$ cat src/rtl/muldiv_seq_unit_if.sv
// Request/result bundle between the EX stage and the multiply/divide sequencer.
interface muldiv_seq_unit_if #(
    parameter int unsigned DATA_WIDTH = 32
);
    logic                  start;
    logic [1:0]            op;
    logic [DATA_WIDTH-1:0] srcA;
    logic [DATA_WIDTH-1:0] srcB;
    logic                  flush;
    logic                  busy;
    logic                  done;
    logic                  we_hi;
    logic                  we_lo;
    logic [DATA_WIDTH-1:0] hi_out;
    logic [DATA_WIDTH-1:0] lo_out;
    logic                  div_by_zero;

    modport master (
        output start, op, srcA, srcB, flush,
        input  busy, done, we_hi, we_lo, hi_out, lo_out, div_by_zero
    );

    modport slave (
        input  start, op, srcA, srcB, flush,
        output busy, done, we_hi, we_lo, hi_out, lo_out, div_by_zero
    );
endinterface

$ cat src/rtl/muldiv_seq_unit.sv
// Radix-2 iterative MULT/MULTU/DIV/DIVU sequencer producing a one-cycle HI/LO write.
module muldiv_seq_unit #(
    parameter int unsigned DATA_WIDTH = 32
) (
    input  logic              clk,
    input  logic              rst,
    muldiv_seq_unit_if.slave  bus
);
    localparam int unsigned W  = DATA_WIDTH;
    localparam int unsigned W2 = 2 * DATA_WIDTH;
    localparam int unsigned CW = $clog2(DATA_WIDTH) + 1;

    typedef enum logic [1:0] {IDLE, CALC, FIX, DONE} state_t;

    state_t         state_q, state_d;
    logic           div_q, div_d;
    logic           neg_q, neg_d;
    logic           neg_rem_q, neg_rem_d;
    logic [W-1:0]   a_q, a_d;       // multiplicand or divisor magnitude
    logic [W-1:0]   m_q, m_d;       // multiplier, or dividend shifting into quotient
    logic [W-1:0]   acc_q, acc_d;   // product high half or partial remainder
    logic [CW-1:0]  cnt_q, cnt_d;
    logic [W-1:0]   hi_q, hi_d, lo_q, lo_d;
    logic           dbz_q, dbz_d;
    logic           busy_q, done_q;

    logic           accept, sa, sb;
    logic [W-1:0]   abs_a, abs_b;
    logic [W:0]     sum, rem_sh, diff;
    logic [W2-1:0]  prod, prod_fix;
    logic [W-1:0]   quo_fix, rem_fix;

    // Next-state and datapath update
    always_comb begin
        state_d   = state_q;
        div_d     = div_q;
        neg_d     = neg_q;
        neg_rem_d = neg_rem_q;
        a_d       = a_q;
        m_d       = m_q;
        acc_d     = acc_q;
        cnt_d     = cnt_q;
        hi_d      = hi_q;
        lo_d      = lo_q;
        dbz_d     = 1'b0;

        accept   = bus.start && !bus.flush && (state_q == IDLE || state_q == DONE);
        sa       = !bus.op[0] && bus.srcA[W-1];
        sb       = !bus.op[0] && bus.srcB[W-1];
        abs_a    = sa ? (~bus.srcA + W'(1)) : bus.srcA;
        abs_b    = sb ? (~bus.srcB + W'(1)) : bus.srcB;

        sum      = {1'b0, acc_q} + {1'b0, a_q & {W{m_q[0]}}};
        rem_sh   = {acc_q, m_q[W-1]};
        diff     = rem_sh - {1'b0, a_q};
        prod     = {acc_q, m_q};
        prod_fix = neg_q ? (~prod + W2'(1)) : prod;
        quo_fix  = neg_q ? (~m_q + W'(1)) : m_q;
        rem_fix  = neg_rem_q ? (~acc_q + W'(1)) : acc_q;

        case (state_q)
            IDLE, DONE: begin
                state_d = IDLE;
                if (accept) begin
                    div_d     = bus.op[1];
                    neg_d     = sa ^ sb;
                    neg_rem_d = sa;
                    acc_d     = '0;
                    cnt_d     = '0;
                    if (bus.op[1]) begin
                        a_d = abs_b;
                        m_d = abs_a;
                    end else begin
                        a_d = abs_a;
                        m_d = abs_b;
                    end
                    if (bus.op[1] && bus.srcB == '0) begin
                        state_d = DONE;
                        hi_d    = bus.srcA;
                        lo_d    = '1;
                        dbz_d   = 1'b1;
                    end else begin
                        state_d = CALC;
                    end
                end
            end
            CALC: begin
                if (div_q) begin
                    if (!diff[W]) begin
                        acc_d = diff[W-1:0];
                        m_d   = {m_q[W-2:0], 1'b1};
                    end else begin
                        acc_d = rem_sh[W-1:0];
                        m_d   = {m_q[W-2:0], 1'b0};
                    end
                end else begin
                    acc_d = sum[W:1];
                    m_d   = {sum[0], m_q[W-1:1]};
                end
                cnt_d = cnt_q + CW'(1);
                if (cnt_q == CW'(W - 1)) state_d = FIX;
            end
            FIX: begin
                if (div_q) begin
                    hi_d = rem_fix;
                    lo_d = quo_fix;
                end else begin
                    hi_d = prod_fix[W2-1:W];
                    lo_d = prod_fix[W-1:0];
                end
                state_d = DONE;
            end
            default: state_d = IDLE;
        endcase

        // Cancel wins over everything, including a same-cycle start
        if (bus.flush) begin
            state_d = IDLE;
            hi_d    = hi_q;
            lo_d    = lo_q;
            dbz_d   = 1'b0;
        end
    end

    always_ff @(posedge clk or negedge rst) begin
        if (!rst) begin
            state_q   <= IDLE;
            div_q     <= 1'b0;
            neg_q     <= 1'b0;
            neg_rem_q <= 1'b0;
            a_q       <= '0;
            m_q       <= '0;
            acc_q     <= '0;
            cnt_q     <= '0;
            hi_q      <= '0;
            lo_q      <= '0;
            dbz_q     <= 1'b0;
            busy_q    <= 1'b0;
            done_q    <= 1'b0;
        end else begin
            state_q   <= state_d;
            div_q     <= div_d;
            neg_q     <= neg_d;
            neg_rem_q <= neg_rem_d;
            a_q       <= a_d;
            m_q       <= m_d;
            acc_q     <= acc_d;
            cnt_q     <= cnt_d;
            hi_q      <= hi_d;
            lo_q      <= lo_d;
            dbz_q     <= dbz_d;
            busy_q    <= (state_d == CALC) || (state_d == FIX);
            done_q    <= (state_d == DONE);
        end
    end

    assign bus.busy        = busy_q;
    assign bus.done        = done_q;
    assign bus.we_hi       = done_q;
    assign bus.we_lo       = done_q;
    assign bus.hi_out      = hi_q;
    assign bus.lo_out      = lo_q;
    assign bus.div_by_zero = dbz_q;
endmodule

$ cat src/flat_wrapper.sv
// flat-port wrapper written by rule: the top's interface ports become plain ports
module muldiv_seq_unit_flat 
#(
    parameter int unsigned DATA_WIDTH = 32
)
  (clk, rst, bus_start, bus_op, bus_srcA, bus_srcB, bus_flush, bus_busy, bus_done, bus_we_hi, bus_we_lo, bus_hi_out, bus_lo_out, bus_div_by_zero);
  muldiv_seq_unit_if #(.DATA_WIDTH(DATA_WIDTH)) bus_i ();
  input  logic clk;
  input  logic rst;
  input wire logic [$bits(bus_i.start)-1:0] bus_start;
  input wire logic [$bits(bus_i.op)-1:0] bus_op;
  input wire logic [$bits(bus_i.srcA)-1:0] bus_srcA;
  input wire logic [$bits(bus_i.srcB)-1:0] bus_srcB;
  input wire logic [$bits(bus_i.flush)-1:0] bus_flush;
  output wire logic [$bits(bus_i.busy)-1:0] bus_busy;
  output wire logic [$bits(bus_i.done)-1:0] bus_done;
  output wire logic [$bits(bus_i.we_hi)-1:0] bus_we_hi;
  output wire logic [$bits(bus_i.we_lo)-1:0] bus_we_lo;
  output wire logic [$bits(bus_i.hi_out)-1:0] bus_hi_out;
  output wire logic [$bits(bus_i.lo_out)-1:0] bus_lo_out;
  output wire logic [$bits(bus_i.div_by_zero)-1:0] bus_div_by_zero;
  assign bus_i.start = bus_start;
  assign bus_i.op = bus_op;
  assign bus_i.srcA = bus_srcA;
  assign bus_i.srcB = bus_srcB;
  assign bus_i.flush = bus_flush;
  assign bus_busy = bus_i.busy;
  assign bus_done = bus_i.done;
  assign bus_we_hi = bus_i.we_hi;
  assign bus_we_lo = bus_i.we_lo;
  assign bus_hi_out = bus_i.hi_out;
  assign bus_lo_out = bus_i.lo_out;
  assign bus_div_by_zero = bus_i.div_by_zero;
  muldiv_seq_unit #(.DATA_WIDTH(DATA_WIDTH)) u_core (.clk(clk), .rst(rst), .bus(bus_i));
endmodule
$ cat config.mk
export PLATFORM = sky130hd
export DESIGN_NAME = muldiv_seq_unit_flat
export DESIGN_NICKNAME = d
export VERILOG_FILES = /design/src/rtl/muldiv_seq_unit_if.sv /design/src/rtl/muldiv_seq_unit.sv /design/src/flat_wrapper.sv
export SDC_FILE = /design/constraint.sdc
export NUM_CORES = 1
export LEC_CHECK = 0
export CELL_PAD_IN_SITES_DETAIL_PLACEMENT = 0
export CELL_PAD_IN_SITES_GLOBAL_PLACEMENT = 1
export CORE_MARGIN = 2
export CORE_UTILIZATION = 25
export CTS_CLUSTER_SIZE = 30
export DETAILED_ROUTE_END_ITERATION = 6
export GPL_TIMING_DRIVEN = 1
export PLACE_DENSITY = 0.52
export SLEW_MARGIN = 10
export SYNTH_ARGS = -nofsm -noshare
export SYNTH_HDL_FRONTEND = slang
export SYNTH_SLANG_ARGS = --single-unit
$ cat constraint.sdc
create_clock -name clk -period 4.15 [get_ports clk]
set_clock_uncertainty 0.2 [all_clocks]
set_input_delay 0.83 -clock clk [delete_from_list [all_inputs] [get_ports clk]]
set_output_delay 0.83 -clock clk [all_outputs]
set_load 0.01 [all_outputs]
==> flow_summary.toml, run 1 <==
[layout]
layout.nets = 2260
syn_to_final_growth_pct = 23.6
fin_util = 0.312
final_layout_size_suffix_gt1_frac = 0.103
final_cells = 2912
most-common-layout-cells = "nor2_1, a21oi_1, nand2_1"
fin_area_mm2 = 0.0187
mostFrequentLayoutCell = "nor2_1"

[die]
core_mm2 = 0.0601
die_w_um = 250
dieArea_mm2 = 0.0627
ios = 139
die-height_um = 250
rows = 90
start_util = 0.252

[logic_synthesis]
async_flop_share = 1.00
synth-edff-count = 0
synth_nets = 2084
yosysSeqAreaShare = 0.287
ys.flop_type = "dfrtp_1"
ys_warn_count = 0
syn_area_mm2 = 0.0152
syn_inst = 1940
ys_types = 80
postSynthAreaPerCell_um2 = 7.82
synth-seq-cells = 174

[sta]
fmax_mhz = 253
fin_tns_setup_ns = 0
worstMarginPinSlew_ns = 0.962
fin_crit_ns = 3.96
finalHoldViolCount = 0
rsz0062_at_grt = "false"
setup_slack_ns = 0.193
finalSetupViolations = 0
slew_violations = 0
fin_crit_sh = 0.954
relSlewSlack = 0.354
whs_ns = 0.153

[critical_path]
start_kind = "flop"
path_max_fanout = 6
slowest_delay_ns = 0.79
reg2reg_setup_slack_ns = 0.19
cp_common_cell = "nor3_1"
critical_path.cell_chain = "nor3_1 -> nand3_1 -> nor3_1 -> a31oi_1 -> o41ai_1 -> xor2_1 -> nor2_1 -> a21oi_1 -> o21ai_0"
cp.required_ns = 4.30
endpoint_kind = "flop"
crit_arrival_ns = 4.11
path_class = "flop to flop"
slowest_stage = "nor3_1"

[global_routing]
grt_max_degree = 97
grt-ovfl-total = 0
grt_pass1_wl_um = 99300
grt_pass1_vias = 14900
grt_use_total = 0.211
grt_antenna_before_repair = 1

[place]
finalWeightedCongestion = 0.877
port_buffers = 138
dpl.hpwl_um = 53100
dp.cells = 2879
placed_area_mm2 = 0.0182
place_ws_ns = 0.0539

[min_path]
hold_class = "input pin to async pin"

[routing]
wl_um = 66500
dr_wl_met2_um = 30700
ant_nets = 0
via_count = 15400
route.detailed.drc = 0
wl_per_cell_um = 22.8
dr_wl_met3_um = 3130
first_pass_iters = 5
via_per_inst = 5.27
top_layer = "met4"
met1_length_um = 31700
drt_iter0_drc = 1074

[pwr]
pwr-share-seq = 0.311
power_mw = 6.82
p_int_mw = 3.90
power.switching_mw = 2.92
swShare = 0.429
pwr-share-comb = 0.452
clkPwrFrac = 0.237
cellPowerDensity_mw_per_mm2 = 364
leakage_nw = 7.80
ir_drop_mv = 0.325

[run]
max-cap-violations = 0

[clock_network]
cts_tree = "built"
clk_latency_ns = 0.48
clk_pin_slew_ns = 0.07
cts-buffers-inserted = 17
cts_buffer_depth = 2
root_buffer = "clkbuf_16"
cts_resized = 0
cts_setup_buffers = 0
cts_sinks = 174
hold_buffers = 0
htreeDepth = 4

[status]
status = "completed"
## synthesized netlist by cell type (6+ instances only)
| library cell | instances | area (um^2) |
|---|---|---|
| nor2_1 | 224 | 841 |
| a21oi_1 | 191 | 956 |
| nand2_1 | 179 | 672 |
| dfrtp_1 | 174 | 4350 |
| o21ai_0 | 162 | 811 |
| clkbuf_1 | 95 | 357 |
| xnor2_1 | 89 | 780 |
| xor2_1 | 83 | 727 |
| ha_1 | 72 | 901 |
| inv_1 | 72 | 270 |
| mux2i_1 | 52 | 521 |
| nor3_1 | 45 | 225 |
| a31oi_1 | 41 | 257 |
| a211oi_1 | 30 | 225 |
| or3_1 | 30 | 188 |
| a21o_1 | 28 | 210 |
| nand3_1 | 24 | 120 |
| o31ai_1 | 23 | 173 |
| mux2_2 | 20 | 225 |
| a22oi_1 | 19 | 143 |
| nor4_1 | 18 | 113 |
| nand2b_1 | 17 | 106 |
| and3_1 | 16 | 100 |
| o211ai_1 | 16 | 120 |
| nand4_1 | 13 | 81.3 |
| nor2b_1 | 12 | 75.1 |
| buf_1 | 11 | 41.3 |
| o21ai_1 | 11 | 55.1 |
| o22a_1 | 11 | 96.3 |
| o21bai_1 | 9 | 67.6 |
| o41ai_1 | 9 | 78.8 |
| a311oi_1 | 8 | 70.1 |
| o21a_1 | 8 | 60.1 |
| o221ai_1 | 8 | 70.1 |
| or2_2 | 7 | 43.8 |
| or4_1 | 7 | 52.6 |
| buf_2 | 6 | 30.0 |
| o311ai_0 | 6 | 52.6 |
## flip-flops by register name, indices dropped and copies added (netlist names)
name	cells
u_core.state_q	2
u_core.neg_q	1
u_core.m_q	32
u_core.acc_q	32
u_core.bus.busy	1
u_core.bus.done	1
u_core.bus.hi_out	32
u_core.neg_rem_q	1
u_core.div_q	1
u_core.a_q	32
u_core.bus.lo_out	32
u_core.cnt_q	6
u_core.bus.div_by_zero	1
## layout make-up
type / count / area [um^2]
clock buffer: 19 / 433
inverter: 72 / 274
sequential: 174 / 4360
fill: 6535 / 41400
clock inverter: 13 / 115
timing repair buffer: 274 / 2480
antenna: 1 / 2.50
multi-input combinational: 1577 / 10100
tap: 782 / 978
## cell families after synthesis
| logic type | after synthesis | share of synthesized area |
|---|---|---|
| compound gates | 634 | 0.261 |
| xor+xnor | 172 | 0.0993 |
| fa+ha+maj | 74 | 0.0620 |
| buf+inv | 189 | 0.0490 |
| flops | 174 | 0.287 |
| mux | 72 | 0.0492 |
| simple gates | 625 | 0.193 |
## power by group through the flow
stage	sequential (mW)	clock (mW)	combinational, mW
2_1_floorplan	2.06	0	1.91
3_3_place_gp	2.15	0	3.07
3_5_place_dp	2.15	0	3.07
4_1_cts	2.12	1.66	3.08
5_1_grt	2.15	1.73	3.36
6_report	2.12	1.61	3.08
## per-layer routing
layer / global-route usage / up-vias
li1: - / 7363
met1: 0.297 / 7542
met2: 0.343 / 410
met3: 0.0321 / 43
met4: 0.0407 / 0
met5: 0 / -
## critical path: cells and delay by family, from the launching register on
kind	cells	cell delay, ns
and+or+nand+nor	4	1.70
AOI/OAI and AO/OA	4	1.26
DFF	1	0.40
xor gates and xnor gates	1	0.26
## final timing paths
kind,start,endpoint,depth (start not counted)
max,u_core.m_q[24],u_core.bus.hi_out[27],9
min,rst,u_core.bus.lo_out[6],1
max reg2reg,u_core.m_q[24],u_core.bus.hi_out[27],9
min reg2reg,u_core.a_q[24],u_core.a_q[24],2
max in group asynchronous,rst,u_core.a_q[13],2
min in group clk,u_core.a_q[24],u_core.a_q[24],2
Power figures use the tool's default switching activity.
==> run 2, diff against run 1 <==
--- a/config.mk
+++ b/config.mk
@@ -13,7 +13,7 @@
 export DETAILED_ROUTE_END_ITERATION = 6
 export GPL_TIMING_DRIVEN = 1
 export PLACE_DENSITY = 0.52
-export SLEW_MARGIN = 10
+export SLEW_MARGIN = 30
 export SYNTH_ARGS = -nofsm -noshare
 export SYNTH_HDL_FRONTEND = slang
 export SYNTH_SLANG_ARGS = --single-unit
==> results of run 2 <==
Final layout, timing and power as in run 1 (identical DEF).
